<file path="src/rtl/stereo_seq_pkg.sv">
// Shared types and default widths for the stereo LBM frame sequencer.
package stereo_seq_pkg;

  localparam int unsigned DEF_NUM_PROC = 6;
  localparam int unsigned DEF_WDOG_W   = 20;
  localparam int unsigned DEF_FRAME_W  = 16;

  typedef enum logic [1:0] {
    StIdle,
    StStart,
    StRun,
    StHalt
  } seq_state_e;

endpackage

</file>
<file path="src/rtl/stereo_frame_sequencer_if.sv">
// Control/handshake bundle between system control, the sequencer and the LBM core.
// max_frame_cycles exists only when STEREO_SEQ_STATS_EN is defined.
interface stereo_frame_sequencer_if #(
  parameter int unsigned NUM_PROC = 6,
  parameter int unsigned WDOG_W   = 20,
  parameter int unsigned FRAME_W  = 16
);
  localparam int unsigned IDX_W = (NUM_PROC > 1) ? $clog2(NUM_PROC) : 1;

  logic                run;
  logic                frame_req;
  logic [WDOG_W-1:0]   wdog_limit;
  logic                clear_dl;
  logic                ap_start;
  logic                ap_ready;
  logic                ap_done;
  logic                ap_idle;
  logic [NUM_PROC-1:0] proc_block;
  logic                busy;
  logic [FRAME_W-1:0]  frame_cnt;
  logic                deadlock;
  logic [IDX_W-1:0]    deadlock_idx;
`ifdef STEREO_SEQ_STATS_EN
  logic [31:0]         max_frame_cycles;
`endif

  modport master (
`ifdef STEREO_SEQ_STATS_EN
    output max_frame_cycles,
`endif
    input  run, frame_req, wdog_limit, clear_dl, ap_ready, ap_done, ap_idle, proc_block,
    output ap_start, busy, frame_cnt, deadlock, deadlock_idx
  );

  modport slave (
`ifdef STEREO_SEQ_STATS_EN
    input  max_frame_cycles,
`endif
    output run, frame_req, wdog_limit, clear_dl, ap_ready, ap_done, ap_idle, proc_block,
    input  ap_start, busy, frame_cnt, deadlock, deadlock_idx
  );

endinterface

</file>
<file path="src/rtl/stereo_seq_watchdog.sv">
// Stall counter for the frame sequencer: counts consecutive blocked cycles, flags expiry
// against the programmed limit and reports the lowest blocked process index.
module stereo_seq_watchdog #(
  parameter int unsigned NUM_PROC = 6,
  parameter int unsigned WDOG_W   = 20,
  parameter int unsigned IDX_W    = 3
) (
  input  logic                clock,
  input  logic                reset,
  input  logic                i_active,
  input  logic [WDOG_W-1:0]   i_limit,
  input  logic [NUM_PROC-1:0] i_block,
  input  logic                i_done,
  output logic                o_expire,
  output logic [IDX_W-1:0]    o_low_idx
);

  logic [WDOG_W-1:0] r_cnt;
  logic [WDOG_W:0]   w_cnt_inc;
  logic              w_stall;

  // A completing frame is never a stall, so ap_done always beats expiry.
  assign w_stall   = i_active && (i_limit != '0) && (|i_block) && !i_done;
  assign w_cnt_inc = (WDOG_W + 1)'(r_cnt) + (WDOG_W + 1)'(1);
  assign o_expire  = w_stall && (w_cnt_inc == {1'b0, i_limit});

  always_ff @(posedge clock) begin
    if (reset || !w_stall) begin
      r_cnt <= '0;
    end else if (r_cnt != '1) begin
      r_cnt <= r_cnt + WDOG_W'(1);
    end
  end

  always_comb begin
    o_low_idx = '0;
    for (int i = int'(NUM_PROC) - 1; i >= 0; i--) begin
      if (i_block[i]) o_low_idx = IDX_W'(i);
    end
  end

endmodule

</file>
<file path="src/rtl/stereo_frame_sequencer.sv">
// Frame-level ap_ctrl_hs sequencer with frame counter and stall watchdog for the LBM core.
// Define STEREO_SEQ_STATS_EN to add the max_frame_cycles statistic.
module stereo_frame_sequencer
  import stereo_seq_pkg::*;
#(
  parameter int unsigned NUM_PROC = DEF_NUM_PROC,
  parameter int unsigned WDOG_W   = DEF_WDOG_W,
  parameter int unsigned FRAME_W  = DEF_FRAME_W
) (
  input logic                      clock,
  input logic                      reset,
  stereo_frame_sequencer_if.master bus
);

  localparam int unsigned IDX_W = (NUM_PROC > 1) ? $clog2(NUM_PROC) : 1;

  seq_state_e         r_state;
  seq_state_e         w_state_d;
  logic               r_ap_start;
  logic [FRAME_W-1:0] r_frame_cnt;
  logic               r_deadlock;
  logic [IDX_W-1:0]   r_deadlock_idx;

  logic               w_active;
  logic               w_expire;
  logic               w_alarm;
  logic               w_frame_done;
  logic               w_deadlock_d;
  logic [IDX_W-1:0]   w_idx_d;
  logic [IDX_W-1:0]   w_low_idx;

  assign w_active = (r_state == StStart) || (r_state == StRun);

  stereo_seq_watchdog #(
    .NUM_PROC (NUM_PROC),
    .WDOG_W   (WDOG_W),
    .IDX_W    (IDX_W)
  ) u_watchdog (
    .clock     (clock),
    .reset     (reset),
    .i_active  (w_active),
    .i_limit   (bus.wdog_limit),
    .i_block   (bus.proc_block),
    .i_done    (bus.ap_done),
    .o_expire  (w_expire),
    .o_low_idx (w_low_idx)
  );

  always_comb begin
    w_state_d    = r_state;
    w_frame_done = 1'b0;
    w_alarm      = 1'b0;
    w_deadlock_d = r_deadlock;
    w_idx_d      = r_deadlock_idx;
    case (r_state)
      StIdle: begin
        if (!r_deadlock && (bus.run || bus.frame_req) && bus.ap_idle) w_state_d = StStart;
      end
      StStart: begin
        // Handshake is held until ap_ready regardless of run.
        if (bus.ap_ready && bus.ap_done) begin
          w_frame_done = 1'b1;
          w_state_d    = StIdle;
        end else if (w_expire) begin
          w_alarm = 1'b1;
        end else if (bus.ap_ready) begin
          w_state_d = StRun;
        end
      end
      StRun: begin
        if (bus.ap_done) begin
          w_frame_done = 1'b1;
          w_state_d    = bus.run ? StStart : StIdle;
        end else if (w_expire) begin
          w_alarm = 1'b1;
        end
      end
      StHalt: begin
        if (bus.clear_dl) begin
          w_state_d    = StIdle;
          w_deadlock_d = 1'b0;
        end
      end
      default: w_state_d = StIdle;
    endcase
    if (w_alarm) begin
      w_state_d    = StHalt;
      w_deadlock_d = 1'b1;
      w_idx_d      = w_low_idx;
    end
  end

  always_ff @(posedge clock) begin
    if (reset) begin
      r_state        <= StIdle;
      r_ap_start     <= 1'b0;
      r_frame_cnt    <= '0;
      r_deadlock     <= 1'b0;
      r_deadlock_idx <= '0;
    end else begin
      r_state        <= w_state_d;
      r_ap_start     <= (w_state_d == StStart);
      r_deadlock     <= w_deadlock_d;
      r_deadlock_idx <= w_idx_d;
      if (w_frame_done) r_frame_cnt <= r_frame_cnt + FRAME_W'(1);
    end
  end

  assign bus.ap_start     = r_ap_start;
  assign bus.busy         = w_active;
  assign bus.frame_cnt    = r_frame_cnt;
  assign bus.deadlock     = r_deadlock;
  assign bus.deadlock_idx = r_deadlock_idx;

`ifdef STEREO_SEQ_STATS_EN
  logic [31:0] r_cyc;
  logic [31:0] r_max_cyc;
  logic [31:0] w_len;

  // Frame length is inclusive of both the first START cycle and the ap_done cycle.
  assign w_len = (r_cyc == '1) ? r_cyc : r_cyc + 32'd1;

  always_ff @(posedge clock) begin
    if (reset) begin
      r_cyc     <= '0;
      r_max_cyc <= '0;
    end else begin
      if ((w_state_d == StStart) && (r_state != StStart)) begin
        r_cyc <= '0;
      end else if (w_active && (r_cyc != '1)) begin
        r_cyc <= r_cyc + 32'd1;
      end
      if (w_frame_done && (w_len > r_max_cyc)) r_max_cyc <= w_len;
    end
  end

  assign bus.max_frame_cycles = r_max_cyc;
`endif

endmodule

</file>
<file path="src/flat_wrapper.sv">
// flat-port wrapper written by rule: the top's interface ports become plain ports
module stereo_frame_sequencer_flat import stereo_seq_pkg::*;
#(
  parameter int unsigned NUM_PROC = DEF_NUM_PROC,
  parameter int unsigned WDOG_W   = DEF_WDOG_W,
  parameter int unsigned FRAME_W  = DEF_FRAME_W
)
  (clock, reset, bus_run, bus_frame_req, bus_wdog_limit, bus_clear_dl, bus_ap_ready, bus_ap_done, bus_ap_idle, bus_proc_block, bus_ap_start, bus_busy, bus_frame_cnt, bus_deadlock, bus_deadlock_idx);
  stereo_frame_sequencer_if #(.NUM_PROC(NUM_PROC), .WDOG_W(WDOG_W), .FRAME_W(FRAME_W)) bus_i ();
  input logic clock;
  input logic reset;
  input wire logic [$bits(bus_i.run)-1:0] bus_run;
  input wire logic [$bits(bus_i.frame_req)-1:0] bus_frame_req;
  input wire logic [$bits(bus_i.wdog_limit)-1:0] bus_wdog_limit;
  input wire logic [$bits(bus_i.clear_dl)-1:0] bus_clear_dl;
  input wire logic [$bits(bus_i.ap_ready)-1:0] bus_ap_ready;
  input wire logic [$bits(bus_i.ap_done)-1:0] bus_ap_done;
  input wire logic [$bits(bus_i.ap_idle)-1:0] bus_ap_idle;
  input wire logic [$bits(bus_i.proc_block)-1:0] bus_proc_block;
  output wire logic [$bits(bus_i.ap_start)-1:0] bus_ap_start;
  output wire logic [$bits(bus_i.busy)-1:0] bus_busy;
  output wire logic [$bits(bus_i.frame_cnt)-1:0] bus_frame_cnt;
  output wire logic [$bits(bus_i.deadlock)-1:0] bus_deadlock;
  output wire logic [$bits(bus_i.deadlock_idx)-1:0] bus_deadlock_idx;
  assign bus_i.run = bus_run;
  assign bus_i.frame_req = bus_frame_req;
  assign bus_i.wdog_limit = bus_wdog_limit;
  assign bus_i.clear_dl = bus_clear_dl;
  assign bus_i.ap_ready = bus_ap_ready;
  assign bus_i.ap_done = bus_ap_done;
  assign bus_i.ap_idle = bus_ap_idle;
  assign bus_i.proc_block = bus_proc_block;
  assign bus_ap_start = bus_i.ap_start;
  assign bus_busy = bus_i.busy;
  assign bus_frame_cnt = bus_i.frame_cnt;
  assign bus_deadlock = bus_i.deadlock;
  assign bus_deadlock_idx = bus_i.deadlock_idx;
  stereo_frame_sequencer #(.NUM_PROC(NUM_PROC), .WDOG_W(WDOG_W), .FRAME_W(FRAME_W)) u_core (.clock(clock), .reset(reset), .bus(bus_i));
endmodule
</file>
<file path="config.mk">
export PLATFORM = sky130hd
export DESIGN_NAME = stereo_frame_sequencer_flat
export DESIGN_NICKNAME = d
export VERILOG_FILES = /design/src/rtl/stereo_seq_pkg.sv /design/src/rtl/stereo_frame_sequencer_if.sv /design/src/rtl/stereo_seq_watchdog.sv /design/src/rtl/stereo_frame_sequencer.sv /design/src/flat_wrapper.sv
export SDC_FILE = /design/constraint.sdc
export NUM_CORES = 1
export LEC_CHECK = 0
export ABC_AREA = 1
export CAP_MARGIN = 0
export CORE_MARGIN = 5
export CORE_UTILIZATION = 45
export CTS_CLUSTER_SIZE = 14
export DETAILED_ROUTE_END_ITERATION = 12
export PLACE_DENSITY = 0.69
export REMOVE_ABC_BUFFERS = 1
export SLEW_MARGIN = 20
export SYNTH_ARGS = -nofsm -noshare
export SYNTH_HDL_FRONTEND = slang
export SYNTH_SLANG_ARGS = --single-unit
</file>
<file path="constraint.sdc">
create_clock -name clock -period 3.7 [get_ports clock]
set_clock_uncertainty 0.05 [all_clocks]
set_input_delay 1.11 -clock clock [delete_from_list [all_inputs] [get_ports clock]]
set_output_delay 1.11 -clock clock [all_outputs]
set_load 0.005 [all_outputs]
</file>
==> key figures <==
CTS
  – Num CTS Buffers: 5
  – CTS tree: built
  – Clk root buf: clkbuf_8
  – Post CTS Setup Buffer Count: 0
  – Clock slew at reported path FFs: 100 ps
  – Latest clock arrival within the worst-skew pair: 320 ps
  – H-tree depth: 2
  – Clock sink count: 43
  – Max Root-Sink Buffers: 2
  – Hold_buf cts: 0
  – Post-CTS sizing: 0

Drt
  – Routed vias: 2884
  – Router iterations before antenna repair: 5
  – DRT antenna net count: 0
  – Drt via density: 5.02
  – DRC viols: 0
  – Total Wirelength: 7.20 mm
  – DRT iter0 DRCs: 134
  – Wire per inst: 12.5 µm

Placement
  – Post-DP HPWL: 5.67 mm
  – PortBufs: 55
  – Placed Area: 0.00343 mm²
  – Number of instances in the placed design: 567
  – Setup WS pre-CTS: 220 ps
  – Gpl congestion: 0.940

Min path
  – Min-Delay Path Class: reg2reg
  – Worst hold stages: 2

Global route
  – All-layer global routing usage: 0.194
  – First-pass GRT wire length: 12.0 mm
  – Largest net degree at the start of global routing: 19
  – Vias in the first global route: 2758
  – GRT overflow: 0
  – Initial antenna violation count: 0

Synth
  – Post-Synthesis Cells: 440
  – EDFF count, synth: 0
  – Post-synthesis sequential area ratio: 0.307
  – Average size of a mapped cell: 6.37 µm²
  – Post-synth cell types: 42
  – Mapped cell area: 0.00280 mm²
  – Count of warnings emitted by yosys: 0
  – Most used DFF post-synth: dfxtp_1
  – Async set-reset flop share out of synthesis: 0
  – #FFs+latches synth: 43

Timing
  – Worst Setup Slack, final: 569 ps
  – Worst Tran Pin Value: 739 ps
  – Total negative setup slack: 0 ps
  – Rel. slew slack: 0.506
  – Period utilization: 0.846
  – RSZ-0062 raised after global routing: false
  – Final Hold Viols: 0
  – Final setup viols: 0
  – Hold slack: 418 ps
  – Min Clock Period, post-route: 3130 ps
  – Slew Limit Fails: 0
  – FMAX: 0.319 GHz

Layout
  – Most common cell after layout, fill and taps aside: nand2_1
  – Non-filler cells, final: 575
  – Antenna Diode Count: 0
  – Layout cells sized above 1: 0.0840
  – Post-route design area: 0.00355 mm²
  – Post-layout net count: 539
  – Area Overhead vs Synth: 26.6%
  – Commonest cells after routing, fill and taps aside: 111 x nand2_1, 68 x inv_1, 60 x nor2_1

Setup path
  – CP Launch Type: input pin
  – Required time worst endpoint: 3870 ps
  – Stages on the worst setup path: 15
  – Most used cell, CP: nand2_1
  – CP bufs+invs: 2
  – Max stage delay on crit path: 510 ps
  – Top delay family on crit path: simple AND/OR/NAND/NOR gates
  – Cell Chain, Critical Path: clkdlybuf4s50_1, nand2_1, nand2_1, nand3_2, nor2_1, inv_1, nor3_4, nand2_1, nor2_1, nand4_1, or2_2, nor3_2, nand3_1, nand2_1, nor2_1
  – Crit Path Class: in2reg
  – Worst Path Max Fanout: 7
  – Slowest stage cell, crit path: clkdlybuf4s50_1
  – CP Data Arrival Time: 3300 ps
  – Worst r2r path cells: 18
  – Worst Setup End Kind: flip-flop

Status
  – Outcome: finished clean

Floorplanning
  – Die height: 88.9 µm
  – Die W: 88.9 µm
  – Die Area: 0.00791 mm²
  – Initial Util: 0.468
  – Core area: 0.00599 mm²
  – Num rows: 28
  – I/O Pins: 56

Power
  – Leak: 1.46 nW
  – Max IR drop VDD: 0.000165 V
  – PD cells: 272 mW/mm²

Flow run
  – Maxcap violations: 0
-- worst register-to-register path: cells and delay by family, from the launching register on --
kind	cells	cell delay (ps)
fa+ha+maj	1	230
simple gates	16	1890
buf+inv	1	30
flops	1	440
-- area by class of cell --
cell class	instances	area, µm²
Tap cell	75	93.8
Fill cell	589	2440
Clock inverter	3	43.8
Clock buffer	5	68.8
Timing Repair Buffer	57	566
Sequential cell	43	861
Multi-Input combinational cell	318	1640
Inverter	74	278
-- power by group --
group          internal (mW)  total, mW  switching (mW)  leakage [nW]
clock network          0.201      0.385           0.184        0.0581
logic                 0.0586      0.110          0.0511          1.06
registers              0.465      0.468         0.00308         0.347
total                  0.725      0.963           0.238          1.46
-- synthesized netlist by cell type, types with 3 or more instances --
cell type,n,area (µm²)
nand4_1,5,31.3
inv_2,5,18.8
ha_1,6,75.1
a21oi_1,29,145
nand2_1,111,417
nor3_1,10,50.1
nor2_1,60,225
nor2_4,3,33.8
nand3b_1,4,30.0
xor2_1,7,61.3
a31oi_1,3,18.8
inv_1,68,255
nand3_1,28,140
dfxtp_1,43,861
o21ai_0,11,55.1
nand2_2,6,37.5
nor2_2,6,37.5
-- layer usage --
metal  track usage  vias to the layer above  part of all wire
li1              -                     1514                 -
met1         0.254                     1278              0.47
met2         0.318                       80              0.44
met3        0.0442                       12             0.071
met4        0.0618                        0             0.018
met5             0                        -                 0
-- registers in the layout, summed over array words and instances, names as in the netlist --
register                 flops
u_core.bus.ap_start          1
u_core.bus.frame_cnt        16
u_core.r_state               2
u_core.bus.deadlock          1
u_core.bus.deadlock_idx      3
u_core.u_watchdog.r_cnt     20
-- stage by stage --
step,power [mW],utilization
detailed placement,0.589,0.573
global placement,0.588,0.573
global route,1.00,0.592
finish,0.963,0.592
CTS,0.967,0.592
floorplan,0.526,-
-- cells by family after synthesis --
logic type / count (synthesis) / share of synthesized area
flip-flops: 43 / 0.307
adder cells (fa/ha/maj): 6 / 0.0268
AO/OA/AOI/OAI: 56 / 0.117
XOR/XNOR: 11 / 0.0442
buffers and inverters: 79 / 0.109
AND/OR/NAND/NOR: 245 / 0.396
-- path summary, 6_finish.rpt --
kind / end / slack, ps / start
setup reg to reg: u_core.bus.ap_start / 1030 / u_core.u_watchdog.r_cnt[0]
hold / removal: u_core.bus.deadlock_idx[2] / 420 / u_core.bus.deadlock_idx[2]
setup / recovery: u_core.bus.frame_cnt[15] / 570 / bus_ap_ready
hold reg to reg: u_core.bus.deadlock_idx[2] / 420 / u_core.bus.deadlock_idx[2]
Power figures use the tool's default switching activity.
